[src/rtl/mem_port_arbiter.sv]
// Two-requester arbiter in front of a single memory-controller port.
// Port 1 (data cache) has priority; port 0 (fetch) is forced through after MAX_WAIT lost grants.
//
// state     | meaning
// ----------+------------------------------------------------------------
// IDLE      | no transaction outstanding, arbitrate between requesters
// ISSUE     | latched request presented to memory, waiting for i_mem_ready
// WAIT_RESP | request accepted by memory, waiting for i_mem_rvalid
module mem_port_arbiter #(
  parameter int XLEN     = 32,
  parameter int LINE_W   = 128,
  parameter int MAX_WAIT = 4
) (
  input  logic              i_clk,
  input  logic              i_reset_n,

  input  logic              i_req0_valid,
  output logic              o_req0_ready,
  input  logic [XLEN-1:0]   i_req0_addr,
  input  logic              i_req0_rw,
  input  logic [LINE_W-1:0] i_req0_wdata,
  output logic              o_rsp0_valid,
  output logic [LINE_W-1:0] o_rsp0_rdata,

  input  logic              i_req1_valid,
  output logic              o_req1_ready,
  input  logic [XLEN-1:0]   i_req1_addr,
  input  logic              i_req1_rw,
  input  logic [LINE_W-1:0] i_req1_wdata,
  output logic              o_rsp1_valid,
  output logic [LINE_W-1:0] o_rsp1_rdata,

  output logic              o_mem_valid,
  input  logic              i_mem_ready,
  output logic [XLEN-1:0]   o_mem_addr,
  output logic              o_mem_rw,
  output logic [LINE_W-1:0] o_mem_wdata,
  input  logic              i_mem_rvalid,
  input  logic [LINE_W-1:0] i_mem_rdata,

  output logic              o_busy,
  output logic              o_owner
);

  localparam int CNT_W = $clog2(MAX_WAIT + 1);

  typedef enum logic [1:0] {
    IDLE      = 2'd0,
    ISSUE     = 2'd1,
    WAIT_RESP = 2'd2
  } state_t;

  state_t              state_q, state_d;
  logic                owner_q, owner_d;
  logic [CNT_W-1:0]    cnt_q, cnt_d;
  logic [XLEN-1:0]     addr_q, addr_d;
  logic                rw_q, rw_d;
  logic [LINE_W-1:0]   wdata_q, wdata_d;

  logic starved;
  logic grant0;
  logic grant1;

  assign starved = (cnt_q == CNT_W'(MAX_WAIT));

  // Port 1 yields only when port 0 is actually waiting and has hit the limit,
  // so a saturated counter never blocks a lone port-1 request.
  assign grant1 = i_req1_valid && !(i_req0_valid && starved);
  assign grant0 = i_req0_valid && !grant1;

  always_ff @(posedge i_clk or negedge i_reset_n) begin
    if (!i_reset_n) begin
      state_q <= IDLE;
      owner_q <= 1'b0;
      cnt_q   <= '0;
      addr_q  <= '0;
      rw_q    <= 1'b0;
      wdata_q <= '0;
    end else begin
      state_q <= state_d;
      owner_q <= owner_d;
      cnt_q   <= cnt_d;
      addr_q  <= addr_d;
      rw_q    <= rw_d;
      wdata_q <= wdata_d;
    end
  end

  always_comb begin
    state_d      = state_q;
    owner_d      = owner_q;
    cnt_d        = cnt_q;
    addr_d       = addr_q;
    rw_d         = rw_q;
    wdata_d      = wdata_q;
    o_req0_ready = 1'b0;
    o_req1_ready = 1'b0;
    o_rsp0_valid = 1'b0;
    o_rsp1_valid = 1'b0;
    o_mem_valid  = 1'b0;

    unique case (state_q)
      IDLE: begin
        if (grant1) begin
          o_req1_ready = 1'b1;
          owner_d      = 1'b1;
          addr_d       = i_req1_addr;
          rw_d         = i_req1_rw;
          wdata_d      = i_req1_wdata;
          state_d      = ISSUE;
          if (i_req0_valid && !starved)
            cnt_d = cnt_q + CNT_W'(1);
        end else if (grant0) begin
          o_req0_ready = 1'b1;
          owner_d      = 1'b0;
          addr_d       = i_req0_addr;
          rw_d         = i_req0_rw;
          wdata_d      = i_req0_wdata;
          state_d      = ISSUE;
          cnt_d        = '0;
        end
      end
      ISSUE: begin
        o_mem_valid = 1'b1;
        if (i_mem_ready)
          state_d = WAIT_RESP;
      end
      WAIT_RESP: begin
        if (i_mem_rvalid) begin
          o_rsp0_valid = !owner_q;
          o_rsp1_valid = owner_q;
          state_d      = IDLE;
        end
      end
      default: state_d = IDLE;
    endcase
  end

  assign o_rsp0_rdata = i_mem_rdata;
  assign o_rsp1_rdata = i_mem_rdata;
  assign o_mem_addr   = addr_q;
  assign o_mem_rw     = rw_q;
  assign o_mem_wdata  = wdata_q;
  assign o_busy       = (state_q != IDLE);
  assign o_owner      = owner_q;

endmodule

[config.mk]
export PLATFORM = sky130hd
export DESIGN_NAME = mem_port_arbiter
export DESIGN_NICKNAME = d
export VERILOG_FILES = /design/src/rtl/mem_port_arbiter.sv
export SDC_FILE = /design/constraint.sdc
export NUM_CORES = 1
export LEC_CHECK = 0
export CAP_MARGIN = 20
export CORE_AREA = 2 2 346 348
export DETAILED_ROUTE_END_ITERATION = 6
export DIE_AREA = 0 0 348 350
export SLEW_MARGIN = 30
export SYNTH_ARGS = -nofsm -noshare
export SYNTH_HDL_FRONTEND = slang
export SYNTH_SLANG_ARGS = --single-unit
[constraint.sdc]
create_clock -name i_clk -period 1.6 [get_ports i_clk]
set_input_delay 0.16 -clock i_clk [delete_from_list [all_inputs] [get_ports i_clk]]
set_output_delay 0.16 -clock i_clk [all_outputs]
set_load 0.05 [all_outputs]
After elaboration in Yosys (flattened, before gate mapping)
Index checks and enable logic that the tools add are counted.
Word-level totals
  flip-flop bits (word level): 167
  input port bits: 456
Cells by class
  add/subtract/negate cells: 1
  eq/ne operators: 7
  muxes and demuxes: 26
  reduce and logical (&&, ||, !) cells: 14
Operators by type and width (count)
  two-way mux 128 bit: 2
  two-way mux 32 bit: 2
  two-way mux 1 bit: 14
  two-way mux 3 bit: 3
  two-way mux 2 bit: 4
  case mux 2 bit (3 select lines): 1
  AND reduction 3 bit: 2
  logical AND 1 bit: 4
  zero test 1 bit: 4
  != test 2 bit, second input constant: 2
  nonzero test 2 bit: 2
  adder 3 x 1 -> 3 bit, second input constant: 1
  == test 3 bit, second input constant: 1
  != test 3 bit, second input constant: 1
  == test 2 x 1 -> 1 bit, second input constant: 1
  == test 2 bit, second input constant: 1
  zero test 2 bit: 1
  != test 2 x 1 -> 1 bit, second input constant: 1
  AND reduction 2 bit: 1

Logic depth before layout (Yosys ltp)
  depth in word-level cells: 9
  depth in mapped cells: 8
  gate-level depth less buffers: 5

Worst setup path after synthesis
No wires, ideal clock.
  kind: register to output
  from: register cnt_q[0]
  to: output o_req1_ready
  arrival: 1.800 ns
  required time: 1.440 ns
  setup slack: -0.360 ns
  cell stages (with the launch flop): 7
  path through: dfrtp_1 > inv_1 > ha_1 > nand3_4 > clkbuf_1 > nand2_1 > nor2_1
On the way
  cells in the longest elaborated chain, start to end: 6
RTL lines
  start: declaration: RTL line 55  | logic [CNT_W-1:0] cnt_q, cnt_d;
  start signal: assignment: RTL line 82  | cnt_q <= cnt_d;
  == test 3 bit: RTL line 64  | assign starved = (cnt_q == CNT_W'(MAX_WAIT));
  logical AND 1 bit: RTL line 68  | assign grant1 = i_req1_valid && !(i_req0_valid && starved);
  zero test 1 bit: RTL line 68
  logical AND 1 bit: RTL line 68
  two-way mux 1 bit: RTL line 104  | if (grant1) begin
  two-way mux 1 bit: RTL line 102  | unique case (state_q)
  end: declaration: RTL line 26  | output logic o_req1_ready,
Every way passes these cells.

Final worst setup path
  from: register cnt_q[0]
  to: register wdata_q[99], in the netlist o_mem_wdata[99]
On the way
  cells in the longest elaborated chain, start to end: 8
RTL lines
  == test 3 bit *: RTL line 64
  logical AND 1 bit *: RTL line 68
  zero test 1 bit *: RTL line 68
  logical AND 1 bit *: RTL line 68
  zero test 1 bit: RTL line 69  | assign grant0 = i_req0_valid && !grant1;
  logical AND 1 bit: RTL line 69
  nonzero test 2 bit (no line)
  AND reduction 2 bit (no line)
  end signal: assignment: RTL line 85  | wdata_q <= wdata_d;
  end: declaration: RTL line 58  | logic [LINE_W-1:0] wdata_q, wdata_d;
Every way passes the cells marked *; elsewhere a longest branch is shown, timed or not.
A chain may end at the register's enable or synchronous reset.

==> results.json <==
{
  "ys_warn_count": 0,
  "post-route-period-util": 1.20,
  "slowest_stage": "dfrtp_1",
  "clock_sinks": 167,
  "fin_nets": 2017,
  "finClkSkew_ns": 0.0173,
  "ff2ff_path_depth": 10,
  "cp_num_buf_inv": 6,
  "areaGrowthSynthToFinish_pct": 82.1,
  "antenna_found_initial": 5,
  "cap_violations": 0,
  "drc": 0,
  "cts_tree": "yes",
  "drive_above_1_share": 0.423,
  "seq_area_frac_synth": 0.388,
  "grt_usage": 0.108,
  "io_pins": 880,
  "path_clk_slew_ns": 0.08,
  "dpl-instance-area_mm2": 0.0162,
  "critPathArrivalTime_ns": 2.32,
  "grt_pass1_wl_um": 91400,
  "endpoint": "o_mem_wdata[99]$_DFFE_PN0P_",
  "worst_slack_ns": -0.325,
  "r2r-start": "cnt_q[0]$_DFFE_PN0P_",
  "grt_pass1_vias": 11500,
  "setup.worst_path.start": "cnt_q[0]$_DFFE_PN0P_",
  "drt_iter0_markers": 863,
  "final_util": 0.167,
  "fillers": 13000,
  "core_mm2": 0.118,
  "synthCells": 1245,
  "worstSkewPairLatency_ns": 0.52,
  "dieHeight_um": 350,
  "critPathLaunchType": "register",
  "stdcell_area_mm2": 0.0196,
  "grt_start_max_net_pins": 71,
  "powerDensity_mw_per_mm2": 1860,
  "cts_buffers": 17,
  "rows": 126,
  "io_buffers": 495,
  "initial_core_util": 0.0915,
  "drt_wl_total_um": 71500,
  "yosys_register_bits": 167,
  "fp.dieArea_mm2": 0.122,
  "relSlewSlack": 0.590,
  "slew_violations": 0,
  "cts_max_level": 4,
  "critPathKind": "reg2reg",
  "wire_per_inst_um": 23.0,
  "synth_fp_nets": 1703,
  "period_minus_slack_ns": 1.92,
  "die_w_um": 348,
  "worstPathCellList": "inv_2, ha_4, and3_4, buf_12, buf_4, buf_16, buf_12, clkbuf_16, o21ai_4, a21oi_2",
  "hpwlAfterDp_um": 50100,
  "cp_common_cell": "buf_12",
  "async_reset_ff_frac": 1.00,
  "ctsLongestPathBuffers": 2,
  "ys.flop_type": "dfrtp_1",
  "finalWeightedCongestion": 0.847,
  "viasPerCell": 3.87,
  "hold_path_class": "in2async",
  "synth_edf_count": 0,
  "drt_pass1_iterations": 5,
  "netlist_area_mm2": 0.0108,
  "p_total_mw": 36.4,
  "irDropWorstVdd_mv": 1.15,
  "critPathCaptureType": "register",
  "r2r_slack_ns": -0.32,
  "ctsRootBufferMaster": "clkbuf_16",
  "synth_cell_types": 29,
  "cp_top_family": "buffers and inverters",
  "cp.depth": 10,
  "required_ns": 2.00,
  "power.static_leakage_nw": 6.91,
  "reg2reg_to": "o_mem_wdata[99]$_DFFE_PN0P_",
  "tightest_slew_ns": 0.615,
  "hold_viol": 0,
  "failed_checks": "negative setup slack",
  "outcome": "finished, violations left",
  "vias": 12000,
  "fmax_ghz": 0.520,
  "rsz0062_at_grt": "yes",
  "avgSynthCellArea_um2": 8.66,
  "setup_viol_count_final": 168,
  "grt-ovfl-total": 0,
  "crit_fanout": 7,
  "antenna_left": 0,
  "cpPeakStageDelay_ns": 0.37
}
## layer usage
layer	vias up	wire, um	GRT usage
met5	-	22	0
met4	4	2540	0.0469
met3	127	10400	0.0692
met2	961	32700	0.169
met1	5882	25900	0.114
li1	5046	-	-
## timing repair
| action | CTS | global route |
|---|---|---|
| pin swaps | 173 | 100 |
| setup endpoints to repair | 166 | 170 |
| resized for setup | 243 | 271 |
| endpoints found under the hold margin | 167 | 0 |
| cloned | 15 | 14 |
| hold buffers | 1 | 0 |
| buffers inserted | 23 | 22 |
## sequential cells by signal, summed over array words and instances (netlist names)
register / cells
cnt_q: 3
o_mem_addr: 32
o_mem_rw: 1
o_mem_wdata: 128
o_owner: 1
state_q: 2
## cells in the mapped netlist (2+ instances only)
cell | count | area [um^2]
clkbuf_1 | 85 | 319
buf_4 | 260 | 1950
ha_1 | 2 | 25.0
nand2_1 | 5 | 18.8
buf_6 | 3 | 33.8
nor2_1 | 4 | 15.0
buf_2 | 36 | 180
o21ai_1 | 15 | 75.1
buf_1 | 13 | 48.8
and3_1 | 2 | 12.5
nor2_4 | 2 | 22.5
dfrtp_1 | 167 | 4180
inv_1 | 4 | 15.0
a22o_1 | 2 | 17.5
a21oi_1 | 322 | 1610
a311oi_1 | 161 | 1410
o21ai_0 | 150 | 751
## worst register-to-register path, delay by kind of cell, from the launching register on
kind	cells	cell delay [ns]
compound gates	2	0.24
fa+ha+maj	1	0.17
buf+inv	6	0.82
flops	1	0.37
simple gates	1	0.19
## per-stage QoR
step / TNS [ns] / instances / worst slack (ns) / hold slack (ns)
final: -25.30 / 3109 / -0.325 / 0.119
after global routing: -36.27 / 3108 / -0.410 / 0.0983
after CTS: -25.34 / 3079 / -0.393 / 0.0640
after detailed placement: -52.59 / 3010 / -0.435 / 0.125
after global placement: -50.10 / 3010 / -0.442 / 0.126
after floorplan: -0.0276 / 1245 / -0.0276 / -0.136
## worst min-delay path by stage
stage / from / end / slack (ns) / cells past startpoint
after floorplan: i_reset_n / cnt_q[0]$_DFFE_PN0P_ / -0.14 / 0
after global placement: i_reset_n / o_mem_wdata[11]$_DFFE_PN0P_ / 0.13 / 1
after detailed placement: i_reset_n / o_mem_wdata[11]$_DFFE_PN0P_ / 0.13 / 1
after CTS: i_reset_n / o_mem_wdata[11]$_DFFE_PN0P_ / 0.06 / 2
after global routing: i_reset_n / o_mem_wdata[11]$_DFFE_PN0P_ / 0.1 / 2
final: i_reset_n / o_mem_wdata[11]$_DFFE_PN0P_ / 0.12 / 2
## kinds of logic after synthesis
family / count (synthesis) / share of synthesized area
compound gates: 651 / 0.359
fa+ha+maj: 2 / 0.00232
simple gates: 22 / 0.0131
buf+inv: 403 / 0.237
flops: 167 / 0.388
## cells in the final DEF (no fill, tap or decap), drive strengths merged
cell / netlist / routed
buf: 312 / 354
ha: 2 / 2
nor2b: 1 / 1
a21oi: 322 / 322
diode: 0 / 2
and3: 2 / 2
nand4: 1 / 1
nor3b: 1 / 1
clkbuf: 85 / 29
clkdlybuf4s50: 0 / 325
or3b: 1 / 1
dlygate4sd3: 0 / 1
a22o: 2 / 2
a311oi: 161 / 161
nand2b: 1 / 1
bufinv: 0 / 1
o21ai: 166 / 166
inv: 6 / 14
dfrtp: 167 / 167
nor2: 6 / 6
nand2: 5 / 5
clkinv: 0 / 5
or3: 1 / 1
or2: 1 / 1
nand3: 2 / 2
## cell type report
| class | instances | area (um^2) | share of cell area |
|---|---|---|---|
| Antenna cell | 2 | 5.00 | 0.000255 |
| Clock buffer | 17 | 425 | 0.0217 |
| Clock inverter | 14 | 138 | 0.00701 |
| Inverter | 6 | 37.5 | 0.00191 |
| Multi-Input combinational cell | 675 | 5520 | 0.281 |
| Sequential cell | 167 | 4180 | 0.213 |
| Tap cell | 1536 | 1920 | 0.0979 |
| Timing Repair Buffer | 692 | 7400 | 0.377 |
## where the power goes
part	leakage, nW	internal [mW]	switching, mW
combinational	4.75	8.83	15.4
clock	0.283	2.17	2.23
sequential	1.87	6.38	1.45
(Power assumes the default switching activity.)
